--- src/rtl/gated_reg_bank.sv ---
// ---------------------------------------------------------------------------
// gated_reg_bank : addressed register bank with registered read and preset sweep
// Optional read parity: GATED_REG_BANK_PARITY_EN.  Rev 1.0
// ---------------------------------------------------------------------------
`default_nettype none

module gated_reg_bank #(
  parameter int              WIDTH      = 4,
  parameter int              CHANNELS   = 4,
  parameter logic [WIDTH-1:0] PRESET_VAL = {WIDTH{1'b1}},
  localparam int             AW         = $clog2(CHANNELS)
) (
  input  logic                      clk,
  input  logic                      rst_n,
  input  logic [WIDTH-1:0]          d,
  input  logic [AW-1:0]             addr,
  input  logic                      g,
  input  logic                      pre,
  input  logic [AW-1:0]             raddr,
  output logic [WIDTH-1:0]          q,
  output logic [CHANNELS*WIDTH-1:0] q_all,
  output logic                      busy,
  output logic                      done,
  output logic                      perr
);

  typedef enum logic [0:0] {IDLE = 1'b0, SWEEP = 1'b1} state_t;

  localparam logic [AW-1:0] LAST_IDX = AW'(CHANNELS - 1);
  localparam logic [AW:0]   CH_LIM   = (AW + 1)'(CHANNELS);

  state_t           state_q, state_d;
  logic [AW-1:0]    idx_q, idx_d;
  logic             done_q, done_d;
  logic [WIDTH-1:0] mem_q [CHANNELS];
  logic [WIDTH-1:0] q_q;

  logic             wr_en;
  logic [AW-1:0]    wr_idx;
  logic [WIDTH-1:0] wr_data;
  logic [WIDTH-1:0] rd_data;

  always_comb begin
    state_d = state_q;
    idx_d   = idx_q;
    done_d  = 1'b0;
    wr_en   = 1'b0;
    wr_idx  = addr;
    wr_data = d;
    case (state_q)
      IDLE: begin
        // A sweep request wins over a same-cycle write, which is dropped.
        if (pre) begin
          state_d = SWEEP;
          idx_d   = '0;
        end else if (!g && ({1'b0, addr} < CH_LIM)) begin
          wr_en = 1'b1;
        end
      end
      SWEEP: begin
        wr_en   = 1'b1;
        wr_idx  = idx_q;
        wr_data = PRESET_VAL;
        if (idx_q == LAST_IDX) begin
          state_d = IDLE;
          idx_d   = '0;
          done_d  = 1'b1;
        end else begin
          idx_d = idx_q + 1'b1;
        end
      end
      default: begin
        state_d = IDLE;
        idx_d   = '0;
      end
    endcase
  end

  always_ff @(posedge clk or negedge rst_n) begin
    if (!rst_n) begin
      state_q <= IDLE;
      idx_q   <= '0;
      done_q  <= 1'b0;
    end else begin
      state_q <= state_d;
      idx_q   <= idx_d;
      done_q  <= done_d;
    end
  end

  always_ff @(posedge clk or negedge rst_n) begin
    if (!rst_n) begin
      for (int i = 0; i < CHANNELS; i++) mem_q[i] <= '0;
    end else begin
      for (int i = 0; i < CHANNELS; i++) begin
        if (wr_en && (wr_idx == AW'(i))) mem_q[i] <= wr_data;
      end
    end
  end

  // Decoded read mux yields zero for any unpopulated address.
  always_comb begin
    rd_data = '0;
    for (int i = 0; i < CHANNELS; i++) begin
      if (raddr == AW'(i)) rd_data = mem_q[i];
    end
  end

  always_ff @(posedge clk or negedge rst_n) begin
    if (!rst_n) q_q <= '0;
    else        q_q <= rd_data;
  end

`ifdef GATED_REG_BANK_PARITY_EN
  logic par_q [CHANNELS];
  logic rd_par;
  logic perr_q;

  always_ff @(posedge clk or negedge rst_n) begin
    if (!rst_n) begin
      for (int i = 0; i < CHANNELS; i++) par_q[i] <= 1'b0;
    end else begin
      for (int i = 0; i < CHANNELS; i++) begin
        if (wr_en && (wr_idx == AW'(i))) par_q[i] <= ^wr_data;
      end
    end
  end

  always_comb begin
    rd_par = 1'b0;
    for (int i = 0; i < CHANNELS; i++) begin
      if (raddr == AW'(i)) rd_par = par_q[i];
    end
  end

  always_ff @(posedge clk or negedge rst_n) begin
    if (!rst_n) perr_q <= 1'b0;
    else        perr_q <= rd_par ^ (^rd_data);
  end

  assign perr = perr_q;
`else
  assign perr = 1'b0;
`endif

  for (genvar i = 0; i < CHANNELS; i++) begin : g_qall
    assign q_all[i*WIDTH +: WIDTH] = mem_q[i];
  end

  assign q    = q_q;
  assign busy = (state_q == SWEEP);
  assign done = done_q;

endmodule

`default_nettype wire

--- config.mk ---
export PLATFORM = sky130hd
export DESIGN_NAME = gated_reg_bank
export DESIGN_NICKNAME = d
export VERILOG_FILES = /design/src/rtl/gated_reg_bank.sv
export SDC_FILE = /design/constraint.sdc
export NUM_CORES = 1
export LEC_CHECK = 0
export CAP_MARGIN = 20
export CORE_UTILIZATION = 35
export CTS_BUF_LIST = sky130_fd_sc_hd__clkbuf_8
export CTS_CLUSTER_DIAMETER = 100
export DETAILED_ROUTE_END_ITERATION = 12
export MAX_ROUTING_LAYER = met4
export PLACE_DENSITY = 0.72
export SLEW_MARGIN = 15
export SYNTH_ARGS = -nofsm -noshare
export SYNTH_HDL_FRONTEND = slang
export SYNTH_SLANG_ARGS = --single-unit
export TNS_END_PERCENT = 50
--- constraint.sdc ---
create_clock -name clk -period 2.8 [get_ports clk]
set_input_delay 0.28 -clock clk [delete_from_list [all_inputs] [get_ports clk]]
set_output_delay 0.28 -clock clk [all_outputs]
set_load 0.05 [all_outputs]
==> impl_results.md <==
* Simple-gate portion of the synthesized area at 0.128
* Setup ws final at 705 ps
* Postcts setup bufs at 0
* Die width at 58.5 um
* Worst setup SP type: flip-flop
* CP Launch Point: busy$_DFF_PN0_
* Slowest CP cell: clkdlybuf4s50_1
* Adder-Cell Fraction of Synth Area at 0.0112
* Synth warnings at 0
* First-pass GRT wire length at 4330 um
* Worst Path Class, Setup: flip-flop to primary output
* Clk pwr share at 0.253
* Outcome: completed
* H-Tree Depth at 1
* Crit. End Element: primary output
* Largest stage delay on the critical path at 900 ps
* Yosys cell types at 27
* Sw Ratio at 0.370
* Worst-path fanout max at 15
* Tightest slew margin relative to the limit at 0.652
* Cells after Synth at 88
* Placed cell count at 162
* Min cycle time layout at 2100 ps
* Worst Path Arrival at 1820 ps
* Die Span Y at 58.5 um
* Antenna viol nets, final at 0
* PwrDens at 758 mW/mm2
* R2r endpoint: q_all[9]$_DFFE_PN0P_
* Global route overflow at 0
* N_diodes at 0
* Total routed wirelength at 2610 um
* Leak pwr at 0.592 nW
* Fin Clk Skew at 2.03 ps
* Cts bufs inserted at 3
* Post-detailed-placement half-perimeter wirelength at 1990 um
* Max Cap Violations at 0
* CP required at 2520 ps
* Post-Layout Cell Count at 166
* Worst-path clk slew at 80 ps
* GP Congestion at 0.834
* Worst Path Buf+Inv at 1
* DR vias/cell at 5.40
* Mapped Avg Cell Area at 12.7 um2
* Post-Place Cell Area at 0.00149 mm2
* VDD IR max at 0.348 mV
* Initial antenna violation count at 0
* Switching Power at 437 uW
* R2R Setup Slk at 960 ps
* Post-Place Setup Slack at 836 ps
* Post-CTS sizing at 0
* Area of the multi-input gates at 457 um2
* Residual DRC at 0
* Final period util at 0.748
* Total negative slack at 0 ps
* Layout cells sized above 1 at 0.164
* Final Util at 0.511
* R2R depth at 4
* Slew @ Worst Pin at 517 ps
* Seq cells post-synth at 24
* Fin area at 0.00156 mm2
* Post-synthesis mux area share at 0.109
* RSZ-0062 raised after global routing: false
* Delay-heaviest family, CP: buffers and inverters
* Hold-fix buffers, CTS at 0
* FF-to-FF Start: busy$_DFF_PN0_
* Initial drt markers at 42
* Clock Path Buffers at 2
* Final Hold Fails at 0
* Final setup viols at 0
* Sequential power share at 0.384
* Complex-gate fraction of the synthesized area at 0.158
* XOR/XNOR share of the synthesized area at 0
* Largest net degree at the start of global routing at 25
* Worst skew pair latency at 270 ps
* Clk root buf: clkbuf_8
* # port buffers at 33
* I/O pin cnt at 35
* Layout net count at 136
* Starting Density at 0.366
* P_int at 744 uW
* DR pass1 iterations at 4
* Worst path cell trace: clkdlybuf4s50_1
* Register Area at 601 um2
* Drt wl/cell at 15.7 um
* P&R area growth vs syn at 39.5%
* Max Freq at 0.477 GHz
* Total GRT Usage at 0.179
* Seq/Total Area, Yosys at 0.538
* Max Slew Vio Count at 0
* Combinational Power Share at 0.363
* Site Rows at 20
* Total power at 1.18 mW
* Hold crit path type: primary input to asynchronous set/reset pin
* Core ar. at 0.00305 mm2
* Main combinational cell family by area after synthesis: compound AO/OA/AOI/OAI gates
* Vias at 896
* CTS sink count at 24
* Final hold slack at 361 ps
* Vias in the first global route at 919
* TritonCTS clock tree: done
* Fillers at 276
* Post-synth design cell area at 0.00112 mm2
* Mapped Nets at 101
* Die ar. at 0.00342 mm2
[flip-flops by register name (all words and copies together), names as in the netlist]
signal,cells
busy,1
done,1
idx_q,2
q,4
q_all,16
[synth_stat cells, drive strengths merged]
master	instances	area, um2
o21ai	2	10.0
nand3b	1	7.51
nor3	1	5.00
ha	1	12.5
buf	2	18.8
nor4	9	56.3
clkbuf	3	11.3
conb	1	3.75
mux2i	2	20.0
or4b	2	27.5
nor2	2	7.51
mux4	4	90.1
nand2	1	3.75
dfrtp	24	601
nand2b	1	6.26
inv	8	30.0
o32a	8	85.1
mux2	1	11.3
a21oi	10	72.6
and2	1	6.26
or4	1	11.3
nand3	1	5.00
nor2b	1	6.26
a22o	1	8.76
[final cells by class]
| cell class | count | share of cell area |
|---|---|---|
| flip-flops and latches | 24 | 0.385 |
| multi-input cells | 51 | 0.293 |
| repair buffers | 35 | 0.222 |
| well taps | 44 | 0.0353 |
| clock buffers | 3 | 0.0265 |
| clock inverters | 1 | 0.0193 |
| inverters | 8 | 0.0193 |
[worst max-delay path by stage]
| stage | to | slack (ps) | cells after the start |
|---|---|---|---|
| final | busy | 700 | 1 |
| after global routing | busy | 630 | 1 |
| after CTS | busy | 700 | 1 |
| after detailed placement | q_all[11]$_DFFE_PN0P_ | 840 | 4 |
| after global placement | q_all[10]$_DFFE_PN0P_ | 860 | 4 |
| after floorplan | q_all[7]$_DFFE_PN0P_ | 1120 | 4 |
[cell usage in the layout, fill, tap and decap left out, drive strengths merged, types with 3 or more instances in the layout]
cell / synthesis / routed
clkbuf: 3 / 3
o32a: 8 / 8
dfrtp: 24 / 24
nor4: 9 / 9
mux4: 4 / 4
a21oi: 10 / 10
inv: 8 / 8
clkdlybuf4s50: 0 / 33
[logic make-up after synthesis]
family          count (synthesis)
buf+inv                        13
simple gates                   21
flops                          24
other cells                     1
fa+ha+maj                       1
compound gates                 21
mux                             7
[metal layers]
metal,GRT usage,up-vias,routed length (um)
li1,-,406,-
met1,0.192,448,1060
met2,0.309,34,1370
met3,0.0308,8,98
met4,0.109,0,75
met5,-,-,0
[power by group through the flow]
stage,registers [mW],clock network (mW),logic [mW]
floorplan,0.535,0,0.216
global placement,0.453,0,0.418
detailed placement,0.458,0,0.428
CTS,0.451,0.309,0.429
global route,0.460,0.323,0.459
finish,0.453,0.299,0.429
(Power assumes the default switching activity.)
